`src/rtl/fir_scie_sequencer_if.sv`:
```
// Bundle of the host-side streams and the FIR SCIE instruction port driven by
// fir_scie_sequencer. The sequencer takes the slave view; host and FIR take the master view.
interface fir_scie_sequencer_if #(
  parameter int XLEN = 32,
  parameter int IDXW = 3
);
  logic            io_coef_valid;
  logic            io_coef_ready;
  logic [IDXW-1:0] io_coef_idx;
  logic [XLEN-1:0] io_coef_data;
  logic            io_samp_valid;
  logic            io_samp_ready;
  logic [XLEN-1:0] io_samp_data;
  logic            io_res_valid;
  logic            io_res_ready;
  logic [XLEN-1:0] io_res_data;
  logic            io_coef_err;
  logic            io_busy;
  logic            fir_valid;
  logic [31:0]     fir_insn;
  logic [XLEN-1:0] fir_rs1;
  logic [XLEN-1:0] fir_rs2;
  logic [XLEN-1:0] fir_rd;

  modport master (
    output io_coef_valid, io_coef_idx, io_coef_data,
    output io_samp_valid, io_samp_data, io_res_ready, fir_rd,
    input  io_coef_ready, io_samp_ready, io_res_valid, io_res_data,
    input  io_coef_err, io_busy, fir_valid, fir_insn, fir_rs1, fir_rs2
  );

  modport slave (
    input  io_coef_valid, io_coef_idx, io_coef_data,
    input  io_samp_valid, io_samp_data, io_res_ready, fir_rd,
    output io_coef_ready, io_samp_ready, io_res_valid, io_res_data,
    output io_coef_err, io_busy, fir_valid, fir_insn, fir_rs1, fir_rs2
  );
endinterface

```
`src/rtl/fir_scie_sequencer.sv`:
```
// Issues LOAD / PUSH / READ custom instructions to the FIR accelerator from
// coefficient and sample streams, and returns each filter result on a ready/valid channel.
module fir_scie_sequencer #(
  parameter int          XLEN       = 32,
  parameter int          NTAPS      = 5,
  parameter int          IDXW       = (NTAPS > 1) ? $clog2(NTAPS) : 1,
  parameter int          GAP_CYCLES = 1,
  parameter int          RD_DELAY   = 1,
  parameter logic [31:0] OP_LOAD    = 32'h0B,
  parameter logic [31:0] OP_PUSH    = 32'h2B,
  parameter logic [31:0] OP_READ    = 32'h5B
) (
  input  logic clock,
  input  logic reset_n,
  fir_scie_sequencer_if.slave bus
);

  localparam int CNT_MAX = (GAP_CYCLES > RD_DELAY) ? GAP_CYCLES : RD_DELAY;
  localparam int CNTW    = (CNT_MAX > 1) ? $clog2(CNT_MAX) : 1;
  localparam logic [CNTW-1:0] GAP_LOAD  = CNTW'((GAP_CYCLES > 0) ? GAP_CYCLES - 1 : 0);
  localparam logic [CNTW-1:0] WAIT_LOAD = CNTW'(RD_DELAY - 1);
  localparam logic [IDXW:0]   NTAPS_W   = (IDXW + 1)'(NTAPS);
  localparam bit              NO_GAP    = (GAP_CYCLES == 0);

  typedef enum logic [2:0] {IDLE, LOAD, PUSH, GAP, READ, WAIT} state_t;

  state_t          state;
  logic [CNTW-1:0] cnt;
  logic            coef_fire;
  logic            samp_fire;
  logic            idx_ok;

  // Sample intake is held off while a result is undelivered, so WAIT never overwrites it.
  assign bus.io_coef_ready = (state == IDLE);
  assign bus.io_samp_ready = (state == IDLE) && !bus.io_coef_valid &&
                             (!bus.io_res_valid || bus.io_res_ready);
  assign bus.io_busy       = (state != IDLE);
  assign coef_fire         = bus.io_coef_valid && bus.io_coef_ready;
  assign samp_fire         = bus.io_samp_valid && bus.io_samp_ready;
  assign idx_ok            = ({1'b0, bus.io_coef_idx} < NTAPS_W);

  // fir_* registers are loaded on entry to the issuing state, so they are valid during it.
  always_ff @(posedge clock or negedge reset_n) begin
    if (!reset_n) begin
      state            <= IDLE;
      cnt              <= '0;
      bus.fir_valid    <= 1'b0;
      bus.fir_insn     <= '0;
      bus.fir_rs1      <= '0;
      bus.fir_rs2      <= '0;
      bus.io_res_valid <= 1'b0;
      bus.io_res_data  <= '0;
      bus.io_coef_err  <= 1'b0;
    end else begin
      if (bus.io_res_valid && bus.io_res_ready) begin
        bus.io_res_valid <= 1'b0;
      end
      case (state)
        IDLE: begin
          if (coef_fire) begin
            if (idx_ok) begin
              bus.fir_valid <= 1'b1;
              bus.fir_insn  <= OP_LOAD;
              bus.fir_rs1   <= bus.io_coef_data;
              bus.fir_rs2   <= {{(XLEN - IDXW){1'b0}}, bus.io_coef_idx};
              state         <= LOAD;
            end else begin
              bus.io_coef_err <= 1'b1;
            end
          end else if (samp_fire) begin
            bus.fir_valid <= 1'b1;
            bus.fir_insn  <= OP_PUSH;
            bus.fir_rs1   <= bus.io_samp_data;
            bus.fir_rs2   <= '0;
            state         <= PUSH;
          end
        end
        LOAD: begin
          bus.fir_valid <= 1'b0;
          state         <= IDLE;
        end
        PUSH: begin
          if (NO_GAP) begin
            bus.fir_valid <= 1'b1;
            bus.fir_insn  <= OP_READ;
            bus.fir_rs1   <= '0;
            bus.fir_rs2   <= '0;
            state         <= READ;
          end else begin
            bus.fir_valid <= 1'b0;
            cnt           <= GAP_LOAD;
            state         <= GAP;
          end
        end
        GAP: begin
          if (cnt == '0) begin
            bus.fir_valid <= 1'b1;
            bus.fir_insn  <= OP_READ;
            bus.fir_rs1   <= '0;
            bus.fir_rs2   <= '0;
            state         <= READ;
          end else begin
            cnt <= cnt - CNTW'(1);
          end
        end
        READ: begin
          bus.fir_valid <= 1'b0;
          cnt           <= WAIT_LOAD;
          state         <= WAIT;
        end
        WAIT: begin
          // fir_rd is sampled on the last WAIT cycle, RD_DELAY cycles after READ.
          if (cnt == '0) begin
            bus.io_res_data  <= bus.fir_rd;
            bus.io_res_valid <= 1'b1;
            state            <= IDLE;
          end else begin
            cnt <= cnt - CNTW'(1);
          end
        end
        default: begin
          bus.fir_valid <= 1'b0;
          state         <= IDLE;
        end
      endcase
    end
  end

endmodule
```
`src/flat_wrapper.sv`:
```
// flat-port wrapper written by rule: the top's interface ports become plain ports
module fir_scie_sequencer_flat 
#(
  parameter int          XLEN       = 32,
  parameter int          NTAPS      = 5,
  parameter int          IDXW       = (NTAPS > 1) ? $clog2(NTAPS) : 1,
  parameter int          GAP_CYCLES = 1,
  parameter int          RD_DELAY   = 1,
  parameter logic [31:0] OP_LOAD    = 32'h0B,
  parameter logic [31:0] OP_PUSH    = 32'h2B,
  parameter logic [31:0] OP_READ    = 32'h5B
)
  (clock, reset_n, bus_io_coef_valid, bus_io_coef_idx, bus_io_coef_data, bus_io_samp_valid, bus_io_samp_data, bus_io_res_ready, bus_fir_rd, bus_io_coef_ready, bus_io_samp_ready, bus_io_res_valid, bus_io_res_data, bus_io_coef_err, bus_io_busy, bus_fir_valid, bus_fir_insn, bus_fir_rs1, bus_fir_rs2);
  fir_scie_sequencer_if #(.XLEN(XLEN), .IDXW(IDXW)) bus_i ();
  input  logic clock;
  input  logic reset_n;
  input wire logic [$bits(bus_i.io_coef_valid)-1:0] bus_io_coef_valid;
  input wire logic [$bits(bus_i.io_coef_idx)-1:0] bus_io_coef_idx;
  input wire logic [$bits(bus_i.io_coef_data)-1:0] bus_io_coef_data;
  input wire logic [$bits(bus_i.io_samp_valid)-1:0] bus_io_samp_valid;
  input wire logic [$bits(bus_i.io_samp_data)-1:0] bus_io_samp_data;
  input wire logic [$bits(bus_i.io_res_ready)-1:0] bus_io_res_ready;
  input wire logic [$bits(bus_i.fir_rd)-1:0] bus_fir_rd;
  output wire logic [$bits(bus_i.io_coef_ready)-1:0] bus_io_coef_ready;
  output wire logic [$bits(bus_i.io_samp_ready)-1:0] bus_io_samp_ready;
  output wire logic [$bits(bus_i.io_res_valid)-1:0] bus_io_res_valid;
  output wire logic [$bits(bus_i.io_res_data)-1:0] bus_io_res_data;
  output wire logic [$bits(bus_i.io_coef_err)-1:0] bus_io_coef_err;
  output wire logic [$bits(bus_i.io_busy)-1:0] bus_io_busy;
  output wire logic [$bits(bus_i.fir_valid)-1:0] bus_fir_valid;
  output wire logic [$bits(bus_i.fir_insn)-1:0] bus_fir_insn;
  output wire logic [$bits(bus_i.fir_rs1)-1:0] bus_fir_rs1;
  output wire logic [$bits(bus_i.fir_rs2)-1:0] bus_fir_rs2;
  assign bus_i.io_coef_valid = bus_io_coef_valid;
  assign bus_i.io_coef_idx = bus_io_coef_idx;
  assign bus_i.io_coef_data = bus_io_coef_data;
  assign bus_i.io_samp_valid = bus_io_samp_valid;
  assign bus_i.io_samp_data = bus_io_samp_data;
  assign bus_i.io_res_ready = bus_io_res_ready;
  assign bus_i.fir_rd = bus_fir_rd;
  assign bus_io_coef_ready = bus_i.io_coef_ready;
  assign bus_io_samp_ready = bus_i.io_samp_ready;
  assign bus_io_res_valid = bus_i.io_res_valid;
  assign bus_io_res_data = bus_i.io_res_data;
  assign bus_io_coef_err = bus_i.io_coef_err;
  assign bus_io_busy = bus_i.io_busy;
  assign bus_fir_valid = bus_i.fir_valid;
  assign bus_fir_insn = bus_i.fir_insn;
  assign bus_fir_rs1 = bus_i.fir_rs1;
  assign bus_fir_rs2 = bus_i.fir_rs2;
  fir_scie_sequencer #(.XLEN(XLEN), .NTAPS(NTAPS), .IDXW(IDXW), .GAP_CYCLES(GAP_CYCLES), .RD_DELAY(RD_DELAY), .OP_LOAD(OP_LOAD), .OP_PUSH(OP_PUSH), .OP_READ(OP_READ)) u_core (.clock(clock), .reset_n(reset_n), .bus(bus_i));
endmodule
```
`config.mk`:
```
export PLATFORM = sky130hd
export DESIGN_NAME = fir_scie_sequencer_flat
export DESIGN_NICKNAME = d
export VERILOG_FILES = /design/src/rtl/fir_scie_sequencer_if.sv /design/src/rtl/fir_scie_sequencer.sv /design/src/flat_wrapper.sv
export SDC_FILE = /design/constraint.sdc
export NUM_CORES = 1
export LEC_CHECK = 0
export CORE_AREA = 5 5 107 109
export CTS_BUF_LIST = sky130_fd_sc_hd__clkbuf_4
export CTS_CLUSTER_DIAMETER = 100
export DETAILED_ROUTE_END_ITERATION = 12
export DIE_AREA = 0 0 112 114
export HOLD_SLACK_MARGIN = 0.1
export PLACE_DENSITY = 0.81
export REMOVE_ABC_BUFFERS = 1
export SLEW_MARGIN = 20
export SYNTH_ARGS = -nofsm -noshare
export SYNTH_HDL_FRONTEND = slang
export SYNTH_SLANG_ARGS = --single-unit
export TNS_END_PERCENT = 10
```
`constraint.sdc`:
```
create_clock -name clock -period 2.3 [get_ports clock]
set_input_delay 0.46 -clock clock [delete_from_list [all_inputs] [get_ports clock]]
set_output_delay 0.46 -clock clock [all_outputs]
set_load 0.03 [all_outputs]
```
# Yosys cells after proc, flatten, opt, wreduce, memory -nomap -nowiden
# Cells that the tools add are included.
[totals]
ff_bits = 135
elab_cells = 71
out_inout_bits = 134
[op_classes]
n_eq_ne = 8
order_cmp = 1
bitwise_logic = 3
mux = 30
n_reduce_logical = 19
n_addsub = 1
[op_table]
columns = ["op", "n"]
rows = [
  ["32-bit two-way mux", 11],
  ["32-bit one-hot mux with 2 select lines", 3],
  ["3-bit two-way mux", 5],
  ["3-bit one-hot mux with 5 select lines", 1],
  ["4-bit AND reduction", 3],
  ["1-bit two-way mux", 8],
  ["3-bit by 2-bit equality test with 1-bit output (second input constant)", 2],
  ["3-bit equality test (second input constant)", 2],
  ["3-bit inequality test (second input constant)", 2],
  ["1-bit logical AND", 5],
  ["2-bit inequality test (second input constant)", 2],
  ["2-bit nonzero test", 2],
  ["2-bit OR reduction", 2],
  ["3-bit zero test", 1],
  ["3-bit less-than comparator (second input constant)", 1],
  ["1-bit inverter", 3],
  ["1-bit one-hot mux with 3 select lines", 1],
  ["3-bit AND reduction", 1],
  ["3-bit nonzero test", 1],
  ["1-bit zero test", 2],
  ["1-bit one-hot mux with 2 select lines", 1],
  ["2-bit AND reduction", 1],
  ["1-bit logical OR", 1],
  ["1-bit subtractor (second input constant)", 1],
]

# Logic depth before layout (Yosys ltp)
# Gate-level depths: netlist of run 1.
[depth]
ltp_word = 7
depth_mapped = 7
depth_no_buf = 4

# Worst setup path after synthesis of run 1
# OpenSTA, ideal clock, no wires.
[synth_path]
path_type = "register to output"
from = "reg u_core.state[2]"
to = "out bus_io_busy"
path_stages_with_launch = 4
t_arrival_ns = 1.649
required_ns = 1.840
setup_slack_ns = 0.191
n_path_buf = 1
cell_sequence = "dfrtp_1 > buf_1 > nor3_1 > inv_1"
[synth_via]
elab_chain_cells = 1
[synth_rtl]
columns = ["item", "line", "source"]
rows = [
  ["start: declaration", "fir_scie_sequencer.sv:27", "state_t state;"],
  ["start signal: assignment", "fir_scie_sequencer.sv:45", "state <= IDLE;"],
  ["start signal: assignment", "fir_scie_sequencer.sv:66", "state <= LOAD;"],
  ["start signal: assignment", "fir_scie_sequencer.sv:75", "state <= PUSH;"],
  ["3-bit nonzero test", "fir_scie_sequencer.sv:37", "assign bus.io_busy = (state != IDLE);"],
  ["end: declaration", "flat_wrapper.sv:29", "output wire logic [$bits(bus_i.io_busy)-1:0] bus_io_busy;"],
]
# Every way passes these cells.

# Worst setup path in the final report of run 1
[layout_path]
from = "in bus_io_coef_valid"
to = "out bus_io_samp_ready"
[layout_via]
elab_chain_cells = 3
[layout_rtl]
columns = ["item", "line", "source"]
rows = [
  ["start: declaration", "flat_wrapper.sv:17", "input wire logic [$bits(bus_i.io_coef_valid)-1:0] bus_io_coef_valid;"],
  ["1-bit zero test", "fir_scie_sequencer.sv:35", "assign bus.io_samp_ready = (state == IDLE) && !bus.io_coef_valid &&"],
  ["1-bit logical AND (2 in series)", "fir_scie_sequencer.sv:35", ""],
  ["end: declaration", "flat_wrapper.sv:25", "output wire logic [$bits(bus_i.io_samp_ready)-1:0] bus_io_samp_ready;"],
]
# Every way passes these cells.

==> results.json, run 1 <==
{
  "startpoint_type": "primary input",
  "grt_pass1_vias": 3281,
  "gr-usage-all-layers": 0.161,
  "globalplace.congestion": 0.873,
  "synth_enable_flop_cells": 0,
  "die_w_um": 112,
  "finalHoldViolCount": 0,
  "final-max-slew-violation-count": 0,
  "ys.warnings.count": 0,
  "coreArea_um2": 10500,
  "synth.avg_cell_area_um2": 10.9,
  "fp-row-count": 38,
  "clk_latency_ns": 0.41,
  "grt_pass1_wl_um": 16200,
  "cts_tree": "yes",
  "fp.dieH_um": 114,
  "vias_per_cell": 4.56,
  "antennaDiodeCount": 0,
  "fin_crit_ns": 2.22,
  "p_per_area_nw_per_um2": 1440,
  "cts_num_sinks": 76,
  "required_ns": 1.84,
  "cts_buffer_depth": 2,
  "min_period_over_period": 0.965,
  "power.total_uw": 8450,
  "ys_seq_elements": 76,
  "cts_buffers": 9,
  "ir_drop_mv": 0.721,
  "worst_setup_path_end_kind": "output port",
  "status": "finished, final reports clean",
  "max_freq_ghz": 0.450,
  "area.growth.synth_to_final_pct": 51.5,
  "path_class": "primary input to output port",
  "htreeDepth": 3,
  "fin_util": 0.557,
  "synth_cells": 354,
  "cp_data_arrival_time_ns": 1.76,
  "setup_tns_ns": 0,
  "clock-skew-final_ns": 0.0139,
  "setup_viol": 0,
  "dieArea_um2": 12800,
  "ys.flop_type": "dfrtp_1",
  "crit_fanout": 4,
  "maxCapViolations": 0,
  "drt-pass1-iter-count": 4,
  "final_area_um2": 5850,
  "hold_class": "register to register",
  "drive_above_1_share": 0.186,
  "nets": 648,
  "seq_area_frac_synth": 0.492,
  "vias": 3140,
  "antenna_found_initial": 0,
  "synthArstFlopShare": 1.00,
  "io_buffers": 182,
  "detail-route-antenna-nets": 0,
  "dpl_cell_area_um2": 5690,
  "grt_max_degree": 42,
  "stdcell_count": 689,
  "drt_iter0_drc": 120,
  "cts.clk_slew.worst_paths_ns": 0.10,
  "clockRootBuffer": "clkbuf_4",
  "synth_area_um2": 3860,
  "synth.distinct_cells": 32,
  "ios": 238,
  "initial_core_util": 0.368,
  "routed_wl_um": 10400,
  "leakagePower_uw": 0.00255,
  "dp.cells": 670,
  "grt-ovfl-total": 0,
  "wl_per_cell_um": 15.1,
  "dpl.hpwl_um": 8290,
  "drc": 0
}
path summary, 6_finish.rpt:
kind	startpoint	endpoint	slack (ns)	cells past startpoint
setup / recovery	bus_io_coef_valid	bus_io_samp_ready	0.08	6
hold / removal	u_core.bus.io_coef_err$_DFFE_PN0P_	u_core.bus.io_coef_err$_DFFE_PN0P_	0.49	1
setup reg to reg	u_core.state[0]$_DFFE_PN0P_	u_core.bus.fir_rs1[31]$_DFFE_PN0P_	0.19	8
hold reg to reg	u_core.bus.io_coef_err$_DFFE_PN0P_	u_core.bus.io_coef_err$_DFFE_PN0P_	0.49	1
max in group asynchronous	reset_n	u_core.bus.fir_rs1[9]$_DFFE_PN0P_	1.20	3
min in group asynchronous	reset_n	u_core.bus.io_res_data[6]$_DFFE_PN0P_	0.53	2
power by group:
group / switching (µW) / internal, µW
Clock: 443 / 333
Combinational: 2860 / 2440
Sequential: 373 / 2000
Total: 3680 / 4770
per-stage QoR:
step	hold WS, ns	worst slack, ns
6_report	0.488	0.0796
2_1_floorplan	0.164	-0.380
3_3_place_gp	0.452	-0.134
3_5_place_dp	0.453	-0.199
5_1_grt	0.515	-0.00528
4_1_cts	0.493	0.0294
worst max-delay path, cell delays in order:
cell and delay, ns:
clkdlybuf4s50_1 0.48, nor4_2 0.30, buf_4 0.15, buf_4 0.10, and2_1 0.12, buf_4 0.15
per-layer routing:
layer,vias up,routed length [µm],track usage
li1,1460,-,-
met1,1497,3530,0.166
met2,168,5280,0.283
met3,15,1400,0.0817
met4,0,184,0.0569
met5,-,0,0
final cells by class:
cell class | count | area (µm²)
well taps | 140 | 175
inverters | 7 | 26.3
multi-input cells | 247 | 1610
repair buffers | 203 | 2010
clock inverters | 6 | 55.1
flip-flops and latches | 76 | 1900
clock buffers | 10 | 75.1
fillers | 912 | 4650
synth_stat cells (2+ instances only):
cell	count	area share
or2_2	2	0.0032
buf_2	3	0.0039
nor3_1	2	0.0026
mux2i_1	3	0.0078
and2_1	2	0.0032
a2bb2oi_1	4	0.0091
mux2_1	4	0.012
o21ai_0	6	0.0078
clkbuf_1	11	0.011
a21o_1	4	0.0078
dfrtp_1	76	0.49
buf_4	58	0.11
nor2_1	3	0.0029
inv_1	7	0.0068
mux2_2	56	0.16
buf_6	5	0.015
a21oi_1	32	0.041
a2111oi_0	2	0.0045
nand2_1	61	0.059
registers in the layout, summed over array words and instances, names as in the netlist:
signal                   cells
u_core.bus.fir_insn          3
u_core.bus.fir_rs1          32
u_core.bus.fir_rs2           3
u_core.bus.fir_valid         1
u_core.bus.io_coef_err       1
u_core.bus.io_res_data      32
u_core.bus.io_res_valid      1
u_core.state                 3
kinds of logic (layout without fill, tap and decap cells):
family | after synthesis | count (layout) | synth area share
other cells | 1 | 55 | 0.000971
compound gates | 52 | 52 | 0.0868
buf+inv | 85 | 226 | 0.150
flops | 76 | 76 | 0.492
simple gates | 77 | 77 | 0.0878
mux | 63 | 63 | 0.183
timing repair:
item	in CTS	in global routing
resized for setup	3	1
buffers inserted	0	2
endpoints found under the setup margin	3	2
hold buffers	1	0
hold endpoints to repair	35	0
cells in the final DEF, fill, tap and decap left out, types with 3 or more instances in the layout:
master and instances:
buf_12 3, mux2_2 56, mux2i_1 3, dfrtp_1 76, conb_1 55, o21ai_0 6, buf_4 19, nand2_1 61
inv_1 7, a21oi_1 32, mux2_1 4, clkdlybuf4s50_1 178, clkbuf_4 10, a21o_1 4, a2bb2oi_1 4
(Power assumes the default switching activity.)
==> run 2, diff against run 1 <==
CAP_MARGIN = 20   (was unset)
TNS_END_PERCENT = 30   (was 10)
==> results of run 2 <==
Final layout, timing and power as in run 1 (identical DEF).
